--- config.mk ---
export PLATFORM = sky130hd
export DESIGN_NAME = io_seg_scheduler
export DESIGN_NICKNAME = d
export VERILOG_FILES = /design/src/rtl/io_seg_scheduler.sv
export SDC_FILE = /design/constraint.sdc
export NUM_CORES = 1
export LEC_CHECK = 0
export CORE_MARGIN = 2
export CORE_UTILIZATION = 61
export DETAILED_ROUTE_END_ITERATION = 6
export GPL_TIMING_DRIVEN = 0
export PLACE_DENSITY = 0.77
export SETUP_SLACK_MARGIN = 0.1
export SLEW_MARGIN = 20
export SYNTH_ARGS = -nofsm -noshare
export SYNTH_HDL_FRONTEND = slang
export SYNTH_SLANG_ARGS = --single-unit
--- constraint.sdc ---
create_clock -name clk -period 4.69 [get_ports clk]
set_input_delay 0.938 -clock clk [delete_from_list [all_inputs] [get_ports clk]]
set_output_delay 0.938 -clock clk [all_outputs]
set_load 0.02 [all_outputs]
--- src/rtl/io_seg_scheduler.sv ---
// Queues CPU-written seven-segment words and shows each one for a fixed dwell time.
// Optional macro IO_SEG_DWELL_PROG_EN adds a runtime-programmable dwell register.
module io_seg_scheduler #(
    parameter int DEPTH        = 16,
    parameter int ADDR_W       = 4,
    parameter int DATA_W       = 24,
    parameter int DWELL_CYCLES = 100000000
) (
    input  logic              clk,
    input  logic              rst_n,
    input  logic              wr_valid,
    input  logic [DATA_W-1:0] wr_data,
    output logic              wr_ready,
    input  logic              flush,
    input  logic              hold,
    output logic [DATA_W-1:0] disp_data,
    output logic              disp_valid,
    output logic [ADDR_W:0]   count,
    output logic              full,
    output logic              empty,
`ifdef IO_SEG_DWELL_PROG_EN
    input  logic              dwell_wr,
    input  logic [31:0]       dwell_in,
`endif
    output logic              overflow
);

    typedef enum logic {S_IDLE, S_SHOW} state_t;

    localparam logic [ADDR_W:0] C_DEPTH      = (ADDR_W+1)'(DEPTH);
    localparam logic [31:0]     C_DWELL      = 32'(DWELL_CYCLES);
    localparam logic [31:0]     C_DWELL_LOAD = 32'(DWELL_CYCLES - 1);

    logic [DATA_W-1:0] r_mem [DEPTH];
    logic [ADDR_W-1:0] r_wrPtr;
    logic [ADDR_W-1:0] r_rdPtr;
    logic [ADDR_W:0]   r_count;
    logic [31:0]       r_timer;
    logic [DATA_W-1:0] r_dispData;
    logic              r_dispValid;
    logic              r_overflow;
    state_t            r_state;

    logic              w_full;
    logic              w_empty;
    logic              w_push;
    logic              w_pop;
    logic [31:0]       w_loadVal;

`ifdef IO_SEG_DWELL_PROG_EN
    logic [31:0] r_dwell;

    // Survives flush so a programmed rate is not lost when the queue is cleared.
    always_ff @(posedge clk) begin
        if (!rst_n) begin
            r_dwell <= C_DWELL;
        end else if (dwell_wr) begin
            r_dwell <= (dwell_in == 32'd0) ? 32'd1 : dwell_in;
        end
    end

    assign w_loadVal = r_dwell - 32'd1;
`else
    assign w_loadVal = C_DWELL_LOAD;
`endif

    assign w_full   = (r_count == C_DEPTH);
    assign w_empty  = (r_count == '0);
    assign full     = w_full;
    assign empty    = w_empty;
    assign wr_ready = !w_full;
    assign count    = r_count;
    assign disp_data  = r_dispData;
    assign disp_valid = r_dispValid;
    assign overflow   = r_overflow;

    // Fullness is judged before the edge, so a same-edge pop never frees a slot for a write.
    assign w_push = rst_n && !flush && wr_valid && !w_full;
    assign w_pop  = rst_n && !flush && !w_empty &&
                    ((r_state == S_IDLE) || (!hold && (r_timer == 32'd0)));

    always_ff @(posedge clk) begin
        if (w_push) begin
            r_mem[r_wrPtr] <= wr_data;
        end
    end

    always_ff @(posedge clk) begin
        if (!rst_n || flush) begin
            r_wrPtr     <= '0;
            r_rdPtr     <= '0;
            r_count     <= '0;
            r_timer     <= '0;
            r_dispData  <= '0;
            r_dispValid <= 1'b0;
            r_overflow  <= 1'b0;
            r_state     <= S_IDLE;
        end else begin
            if (w_push) begin
                r_wrPtr <= r_wrPtr + ADDR_W'(1);
            end
            if (w_pop) begin
                r_rdPtr <= r_rdPtr + ADDR_W'(1);
            end
            if (wr_valid && w_full) begin
                r_overflow <= 1'b1;
            end
            case ({w_push, w_pop})
                2'b10:   r_count <= r_count + (ADDR_W+1)'(1);
                2'b01:   r_count <= r_count - (ADDR_W+1)'(1);
                default: r_count <= r_count;
            endcase

            case (r_state)
                S_IDLE: begin
                    if (w_pop) begin
                        r_dispData  <= r_mem[r_rdPtr];
                        r_dispValid <= 1'b1;
                        r_timer     <= w_loadVal;
                        r_state     <= S_SHOW;
                    end else begin
                        r_dispData  <= '0;
                        r_dispValid <= 1'b0;
                    end
                end
                S_SHOW: begin
                    if (!hold) begin
                        if (r_timer != 32'd0) begin
                            r_timer <= r_timer - 32'd1;
                        end else if (w_pop) begin
                            r_dispData <= r_mem[r_rdPtr];
                            r_timer    <= w_loadVal;
                        end else begin
                            r_dispData  <= '0;
                            r_dispValid <= 1'b0;
                            r_state     <= S_IDLE;
                        end
                    end
                end
            endcase
        end
    end

endmodule

# ---- After elaboration in Yosys (flattened, before gate mapping)
# Memory sizes are Yosys's and may differ from the RTL's. A register that Yosys moved wholly into a read port is not among the register bits.
# Index checks and enable logic that the tools add are counted.
dict set report word_totals {
  regBits 72
  ramBits 384
  in_bits 29
  output_inout_bits 34
  wordCells 62
  mem_count 1
}
# name depth word_bits read_ports rd_ports_with_merged_regs wr line_no
set memory_table {}
lappend memory_table {r_mem 16 24 1 1 1 34} ;# logic [DATA_W-1:0] r_mem [DEPTH];
dict set report op_classes {
  n_addsub 5
  eq_ne 6
  n_mux 21
  n_bitwise 1
  reduce_logical 20
}
# operator n
set op_table {}
lappend op_table {{$mux W32} 3}
lappend op_table {{$mux W24} 3}
lappend op_table {{$pmux W32 S2} 1}
lappend op_table {{$pmux W24 S2} 1}
lappend op_table {{$logic_not A32 Y1} 1}
lappend op_table {{$reduce_bool A32 Y1} 1}
lappend op_table {{$sub A32 B1 Y32 const B} 1}
lappend op_table {{$pmux W5 S2} 1}
lappend op_table {{$add A4 B1 Y4 const B} 2}
lappend op_table {{$mux W1} 8}
lappend op_table {{$mux W4} 2}
lappend op_table {{$logic_and A1 B1 Y1} 7}
lappend op_table {{$ne A2 B2 Y1 const B} 3}
lappend op_table {{$add A5 B1 Y5 const B} 1}
lappend op_table {{$eq A5 B5 Y1 const B} 1}
lappend op_table {{$logic_not A1 Y1} 5}
lappend op_table {{$logic_not A5 Y1} 1}
lappend op_table {{$sub A5 B1 Y5 const B} 1}
lappend op_table {{$pmux W1 S2} 2}
lappend op_table {{$reduce_and A3 Y1} 1}
lappend op_table {{$eq A2 B1 Y1 const B} 1}
lappend op_table {{$eq A2 B2 Y1 const B} 1}
lappend op_table {{$logic_or A1 B1 Y1} 2}
lappend op_table {{$reduce_and A2 Y1} 1}
lappend op_table {{other kinds (2)} 2}

# ---- Depth between registers and ports, before layout
# Gate-level depths: netlist of the first run.
dict set report logic_depth {
  ltp_word 8
  depth_mapped 17
}

# ---- Worst setup path after synthesis of the first run
# Ideal clock, no wire load.
dict set report synth_timing {
  path_kind {register to register}
  startpoint {reg r_timer[0]}
  endpoint {reg r_count[3], in the netlist count[3]}
  t_arrival_ns 3.648
  required_ns 4.620
  path_slack_ns 0.971
  path_stages_with_launch 16
  path_buffers 2
  cell_sequence {dfxtp_1 inv_1 ha_1 nor4b_1 nand4b_1 o41ai_4 nand2_2 inv_2 buf_4 ha_1 clkbuf_1 or3b_2 a21boi_0 nor3_1 or3b_2 a21oi_1}
}
dict set report synth_between {
  elab_chain_cells 6
  word_cells_on_any_way 8
  cone_classes {eq/ne (2); mux (1); reduce/logical (5)}
}
# element line_no
set synth_lines {}
lappend synth_lines {{from (decl)} 38} ;# logic [31:0] r_timer;
lappend synth_lines {{from (signal assigned)} 119} ;# r_timer <= w_loadVal;
lappend synth_lines {{from (signal assigned)} 129} ;# r_timer <= r_timer - 32'd1;
lappend synth_lines {{from (signal assigned)} 132} ;# r_timer <= w_loadVal;
lappend synth_lines {{$logic_not A32 Y1 *} 80} ;# ((r_state == S_IDLE) || (!hold && (r_timer == 32'd0)));
lappend synth_lines {{$logic_and A1 B1 Y1 *} 80}
lappend synth_lines {{$logic_or A1 B1 Y1 *} 80}
lappend synth_lines {{$logic_and A1 B1 Y1 *} 79} ;# assign w_pop = rst_n && !flush && !w_empty &&
lappend synth_lines {{net w_pop} 47} ;# logic w_pop;
lappend synth_lines {{$eq A2 B1 Y1 / $eq A2 B2 Y1 (equally long branches)} 108} ;# case ({w_push, w_pop})
lappend synth_lines {{$pmux W5 S2 / $reduce_bool A2 Y1 (equally long branches)} n/a}
lappend synth_lines {{to (signal assigned)} 109} ;# 2'b10: r_count <= r_count + (ADDR_W+1)'(1);
lappend synth_lines {{to (signal assigned)} 110} ;# 2'b01: r_count <= r_count - (ADDR_W+1)'(1);
lappend synth_lines {{to (signal assigned)} 111} ;# default: r_count <= r_count;
lappend synth_lines {{to (decl)} 37} ;# logic [ADDR_W:0] r_count;
# Mark *: on every way through the listed nets, which the timed path passes. The rest lies on a longest branch.
# A chain may end at the register's enable or synchronous reset.

# ---- Worst setup path after layout of the first run
dict set report layout_timing {
  startpoint {reg r_timer[7]}
  endpoint {reg r_count[4], in the netlist count[4]}
}
# Same word-level chain as after synthesis.

==> summary.txt, run 1 <==
Worst hold path
  • Worst Hold Class: register to register
  • Hold Path Depth: 2

Clock network
  • CTS tree: done
  • CTS buffer count: 46
  • Root Driver: clkbuf_16
  • H-tree levels: 2
  • Worst skew pair latency: 560 ps
  • Worst-path clk slew: around 60 ps
  • Clk sinks: 460
  • CTS max path bufs: 3

Routing
  • Antenna-violating nets left: 0
  • Remaining DRCs: 0
  • Wire per inst: 27.1 um
  • Total Wirelength: roughly 43 mm
  • Iteration-0 DRC Markers: ~1300
  • DR vias/cell: around 6.6
  • Vias post-DR: 10390
  • First drt pass iteration count: 5

Placement
  • GP Congestion: 0.877
  • I/O Buffers: 61
  • Post-DP HPWL: 26.3 mm

Worst setup path
  • Critical path cell sequence: nor4_4 -> nand3_2 -> o41ai_4 -> nand2_2 -> inv_2 -> buf_4 -> ha_1 -> clkbuf_1 -> xor2_1 -> ha_1 -> a21boi_0 -> o211ai_1 -> a311oi_1 -> xnor2_1 -> nor2_1
  • Most common cell on crit path: ha_1
  • Max incr delay on CP: around 610 ps
  • CP Launch Type: register
  • Reg2Reg Depth: 15
  • Classification of the worst setup path: register to register
  • Critical path's slowest cell: nor4_4
  • Max Fanout on Critical Path: 11
  • Crit path depth: 15
  • Critical Path End Type: register
  • Crit-path leading delay family: compound AO/OA/AOI/OAI gates
  • Crit path buf inv count: 3
  • Worst EP arrival: 4810 ps
  • Worst EP required: 5110 ps

Run status
  • Status: complete, no violations

Timing
  • Tmin final: 4390 ps
  • Slew HR: 29.2%
  • Tcrit/Tclk final: 93.6%
  • Hold Slack: 459 ps
  • Worst Max-Slew Pin Slew: 1060 ps
  • Clk_skew: about 17 ps
  • Highest clock rate: ~230 MHz
  • Max Transition Viols Final: 0
  • Final setup fails: 0
  • Final number of hold-violating endpoints: 0
  • RSZ-0062 raised after global routing: false

Synth
  • Synth Register Bits: 460
  • YS warnings: 0
  • Area contributors post-synth: edfxtp_1 63%, mux4_2 13%, dfxtp_1 8.3%, a21oi_1 0.92%, nand2_1 0.84%
  • Cell Area, Synth: about 18000 um^2
  • Post-synth net total: 1056
  • Synth cell types: 73
  • Main flop type after synthesis: edfxtp_1
  • Cell count after synthesis: 1016
  • Post-synth EDFFs: roughly 380
  • Mapped Avg Cell Area: 18.1 um^2
  • Most common library cells after synthesis: 384 x edfxtp_1, 110 x mux4_2, 76 x dfxtp_1
  • Asr flop ratio synth: 0%
  • Most frequent cell after synthesis: edfxtp_1
  • Yosys top cell by area: edfxtp_1
  • Seq/Total Area, Yosys: a little under three quarters
  • Yosys top cell area share: 62.7%

GRT
  • Number of global-route vias before repair: 10231
  • Largest net degree at the start of global routing: 20
  • Met2 Use GR: 44.9%
  • Grt ovf: 0
  • Antenna violations before repair: 2
  • Total global-route track usage: 28.0%
  • M3 GR Usage: 5.38%
  • GRT Max-Usage Layer: met2
  • Met1 Use GR: 39.1%
  • First-pass GRT wire length: 63.5 mm

Power
  • Power, Total: 0.00806 W
  • Sw frac: 20.0%
  • Power density over cell area: 376 nW/um^2
  • Sequential share of power: 55.1%
  • Leakage: 6.81 nW
  • Internal power: about 0.0065 W
  • Logic pwr share: 2.2%
  • Switching power: 0.00161 W
  • VDD IR max: 0.000307 V
  • Clock Power Share: a little over two fifths

Floorplanning
  • Cell Rows: 63
  • Chip height: between 150 and 200 um
  • Horiz. Die Dim: 178 um
  • Initial core utilization: between 60% and 70%
  • IO Count: 63
  • Core Footprint: ~30000 um^2
  • DIE AREA: between 30000 and 40000 um^2

Final layout
  • Share of cells above drive strength 1: 22.8%
  • Area growth syn-to-layout: 16.7%
  • Core utilization of the finished layout: 72.4%
  • # fillers: 1768
  • Final net count: 1194
  • Antenna Cells: 0

Job
  • Max cap viols: 0
-- placed cells by master, fill, tap and decap left out, types with 10 or more instances in the layout --
cell               n
edfxtp_1         384
mux4_2           110
dfxtp_1           76
clkdlybuf4s50_1   61
clkbuf_1          52
clkbuf_16         47
nand2_1           41
a21oi_1           33
nor2_1            22
inv_1             18
buf_4             18
buf_2             15
nand3_1           15
a22o_1            14
mux2i_1           13
nor2_4            12
or3_1             12
nor3_1            12
mux2_2            11
ha_1              11
or4_1             10
o21ai_0           10
o2111ai_1         10
buf_16            10
-- through the flow --
step	area, um^2	cells	setup TNS (ps)	setup WS, ps
after CTS	21400	1577	0	325
final	21500	1580	0	299
after floorplan	18400	1016	0	971
after global routing	21500	1580	0	110
after global placement	19500	1467	-130680	-1390
after detailed placement	20000	1492	-1010	-457
-- worst paths after layout --
kind | startpoint | to | slack (ps)
hold reg to reg | disp_data[16] | disp_data[16] | 460
setup / recovery | r_timer[7] | count[4] | 300
setup reg to reg | r_timer[7] | count[4] | 300
hold / removal | disp_data[16] | disp_data[16] | 460
-- layout make-up --
class | instances | area (um^2) | share of cell area (%)
flip-flops and latches | 460 | 13100 | 60.8
multi-input cells | 476 | 5140 | 23.9
clock buffers | 65 | 1270 | 5.93
repair buffers | 90 | 1050 | 4.91
well taps | 390 | 488 | 2.27
plain buffers | 61 | 256 | 1.19
clock inverters | 19 | 139 | 0.647
inverters | 19 | 71.3 | 0.332
-- cell families (layout without fill, tap and decap cells) --
kind of cell               after synthesis  after routing  share of synthesized area (%)
adders and majority gates               11             11                          0.748
buffers and inverters                   80            254                           1.75
DFF                                    460            460                           70.9
xor gates and xnor gates                 8              8                          0.381
muxes                                  134            134                           14.8
AOI/OAI and AO/OA                      144            144                           5.87
and+or+nand+nor                        179            179                           5.46
-- layer usage --
metal  wire length [um]  vias to the layer above
met5                 26                        -
met1              16900                     5273
met2              20900                      533
met3               3670                      108
met4               1370                        4
li1                   -                     4472
-- worst reg2reg max path, delay by kind of cell, from the launching register on --
kind / cells / cell delay [ps]
flops: 1 / 350
simple gates: 4 / 1140
buf+inv: 3 / 800
fa+ha+maj: 2 / 440
compound gates: 4 / 1170
xor+xnor: 2 / 350
-- power by group through the flow --
stage	Sequential, W	Clock [W]	Combinational (W)
4_1_cts	0.00444	0.00347	0.000171
3_5_place_dp	0.00453	0	0.000169
5_1_grt	0.00444	0.00362	0.000187
6_report	0.00444	0.00345	0.000174
3_3_place_gp	0.00453	0	0.000160
2_1_floorplan	0.00453	0	0.0000701
-- timing repair --
| item | 4_1_cts | 5_1_grt |
|---|---|---|
| hold buffers | 0 | 0 |
| pin swaps | 1 | 2 |
| gates resized for setup | 1 | 0 |
| buffers inserted | 1 | 3 |
| setup endpoints to repair | 2 | 2 |
-- state kept, by name (all words and copies together) (netlist names), named ones only --
signal and cells:
r_mem 384, r_timer 32, disp_data 24, count 5, r_rdPtr 4, r_wrPtr 4, disp_valid 1, overflow 1
r_state 1
(Power assumes the default switching activity.)
==> run 2: changes to the inputs <==
--- a/config.mk
+++ b/config.mk
@@ -5,12 +5,12 @@
 export SDC_FILE = /design/constraint.sdc
 export NUM_CORES = 1
 export LEC_CHECK = 0
-export CORE_MARGIN = 2
 export CORE_UTILIZATION = 61
 export DETAILED_ROUTE_END_ITERATION = 6
 export GPL_TIMING_DRIVEN = 0
 export PLACE_DENSITY = 0.77
 export SETUP_SLACK_MARGIN = 0.1
+export SKIP_LAST_GASP = 1
 export SLEW_MARGIN = 20
 export SYNTH_ARGS = -nofsm -noshare
 export SYNTH_HDL_FRONTEND = slang
==> run 2 against run 1 <==
Compared with the run above: count of clock-buffer cells in the layout fell by 3; critical path depth decreased by 1; die area decreased by 2.2%; routed wire length grew 2.2%; sequential share of layout area fell by 0.067 points; maximum frequency is 2.2% higher; total power decreased by 1.0%; largest power group unchanged; highest routed layer is now met4.
==> summary.txt, run 2 (synthesis gave the netlist of run 1 again) <==
Job
  • Max cap viols: 0 (unchanged)

Final layout
  • Most frequent cells in the layout: 384 x edfxtp_1, 110 x mux4_2, 76 x dfxtp_1
  • Final net count: 1198 (+0.34%)
  • Most flops, register: r_mem
  • Final non-filler cell total: 1585 (+0.32%)
  • Max reg flops: 384 (unchanged)
  • # fillers: 1777 (+0.51%)
  • Area growth syn-to-layout: 16.8%
  • Share of cells above drive strength 1: 23.2% (+0.41 points)
  • Antenna Cells: 0 (unchanged)
  • Commonest non-fill, non-tap cell in the layout: edfxtp_1

Timing
  • Tcrit/Tclk final: 91.6% (-2.0 points)
  • Setup TNS: 0 ps (unchanged)
  • RSZ-0062 raised after global routing: false
  • Highest clock rate: 233 MHz (+2.2%)
  • Slew HR: 28.1% (-1.2 points)
  • Worst Max-Slew Pin Slew: 1080 ps (+17.6 ps)
  • Final setup fails: 0 (unchanged)
  • Clk_skew: 19.2 ps (+1.99 ps)
  • Setup ws final: 392 ps (+92.7 ps)
  • Final number of hold-violating endpoints: 0 (unchanged)
  • Max Transition Viols Final: 0 (unchanged)
  • Tmin final: 4300 ps (-92.7 ps)

Worst setup path
  • Worst EP required: 5160 ps (+50 ps)
  • FF-to-FF Start: r_timer[8]
  • Classification of the worst setup path: register to register
  • Max Fanout on Critical Path: 11 (unchanged)
  • Crit path launch: r_timer[8]
  • Critical Path End Type: register
  • CP Launch Type: register
  • Worst EP arrival: 4770 ps (-40 ps)

Worst hold path
  • Min-delay src: disp_data[7]
  • Worst Hold Class: register to register

Placement
  • DP Cell Count: 1493 (+0.067%)
  • Post-DP HPWL: 26.7 mm (+1.5%)
  • GP Congestion: 0.876 (-0.14%)
  • I/O Buffers: 61 (unchanged)
  • Dpl ws: -384 ps (+73.0 ps)

Floorplanning
  • Core Footprint: 29600 um^2 (unchanged)
  • IO Count: 63 (unchanged)
  • Initial core utilization: 62.1% (unchanged)
  • DIE AREA: 30900 um^2 (-2.2%)
  • Cell Rows: 63 (unchanged)
  • Chip height: 176 um (-1.1%)
  • Horiz. Die Dim: 176 um (-1.1%)

Routing
  • Wire per inst: 27.6 um (+1.9%)
  • Vias post-DR: 10547 (+1.5%)
  • Iteration-0 DRC Markers: 1325 (-0.53%)
  • DR vias/cell: 6.65 (+1.2%)
  • Total Wirelength: 43.7 mm (+2.2%)
  • Remaining DRCs: 0 (unchanged)
  • First drt pass iteration count: 5 (unchanged)
  • Antenna-violating nets left: 0 (unchanged)

Clock network
  • Clk sinks: 460 (unchanged)
  • CTS max path bufs: 3 (unchanged)
  • Worst skew pair latency: 570 ps (about the same)
  • CTS tree: done
  • Worst-path clk slew: 60 ps (about the same)
  • Root Driver: clkbuf_16
  • CTS buffer count: 45 (-2.2%)
  • H-tree levels: 2 (unchanged)

GRT
  • Largest net degree at the start of global routing: 21 (+5.0%)
  • Met2 Use GR: 47.3% (+2.4 points)
  • Antenna violations before repair: 0 (-2)
  • Grt ovf: 0 (unchanged)
  • First-pass GRT wire length: 64.7 mm (+2.0%)
  • Number of global-route vias before repair: 10478 (+2.4%)
  • Total global-route track usage: 29.2% (+1.2 points)
  • M3 GR Usage: 5.13% (-0.25 points)
  • GRT Max-Usage Layer: met2
  • Met1 Use GR: 39.9% (+0.85 points)

Power
  • VDD IR max: 0.000306 V (-0.18%)
  • Power density over cell area: 371 nW/um^2 (-1.2%)
  • Leakage: 6.82 nW (about the same)

Run status
  • Status: complete, no violations
run 2: changes by cell type in the layout (fill, tap and decap cells not counted), sizes merged:
| cell | before | now |
|---|---|---|
| bufinv | 1 | 0 |
| clkinv | 13 | 17 |
| buf | 49 | 56 |
| clkbuf | 106 | 101 |
run 2: report_power, final:
part | total, W | switching, W | internal (W) | leakage, nW
clock | 0.00336 | 0.00151 | 0.00185 | 0.671
combinational | 0.000176 | 0.000115 | 0.0000614 | 2.08
sequential | 0.00444 | 0.00000616 | 0.00443 | 4.07
run 2: worst max-delay path, stage by stage, from the launching register on:
cell	delay (ps)
dfxtp_1	290
buf_2	170
nor4_4	430
nand3_2	260
o41ai_4	510
nand2_2	140
inv_2	190
buf_4	300
ha_1	230
clkbuf_1	310
or3b_2	470
a21boi_0	250
nor3_1	70
or3b_2	440
a21oi_1	150
run 2: area by class of cell:
type | instances | area (um^2) | area share (%)
clock buffer | 62 | 1230 | 5.74
clock inverter | 22 | 129 | 0.600
sequential | 460 | 13100 | 60.7
timing repair buffer | 95 | 1120 | 5.23
buffer | 61 | 253 | 1.18
inverter | 19 | 71.3 | 0.332
multi-input combinational | 476 | 5140 | 23.9
tap | 390 | 488 | 2.27
run 2: path summary, 6_finish.rpt:
path	endpoint	slack [ps]	cells after the start
worst min-delay path	disp_data[7]	470	2
worst max-delay path	count[3]	390	14
worst max register to register	count[3]	390	14
worst min register to register	disp_data[7]	470	2
run 2: stage by stage:
step | cell area [um^2] | power, W | util [%] | hold slack, ps
2_1_floorplan | 18400 | 0.00460 | - | 433
3_3_place_gp | 19500 | 0.00469 | 65.8 | 448
3_5_place_dp | 20100 | 0.00470 | 67.7 | 459
4_1_cts | 21400 | 0.00800 | 72.3 | 470
5_1_grt | 21500 | 0.00817 | 72.5 | 493
6_report | 21500 | 0.00798 | 72.5 | 468
run 2: metal layers:
metal	vias up	wire length [um]
met4	0	1240
met3	92	3900
met5	-	0
met1	5338	16800
li1	4477	-
met2	640	21800
run 2: timing repair:
item	4_1_cts	5_1_grt
endpoints found under the setup margin	0	3
hold buffers	0	0
gates resized for setup	0	2
buffers inserted	0	7
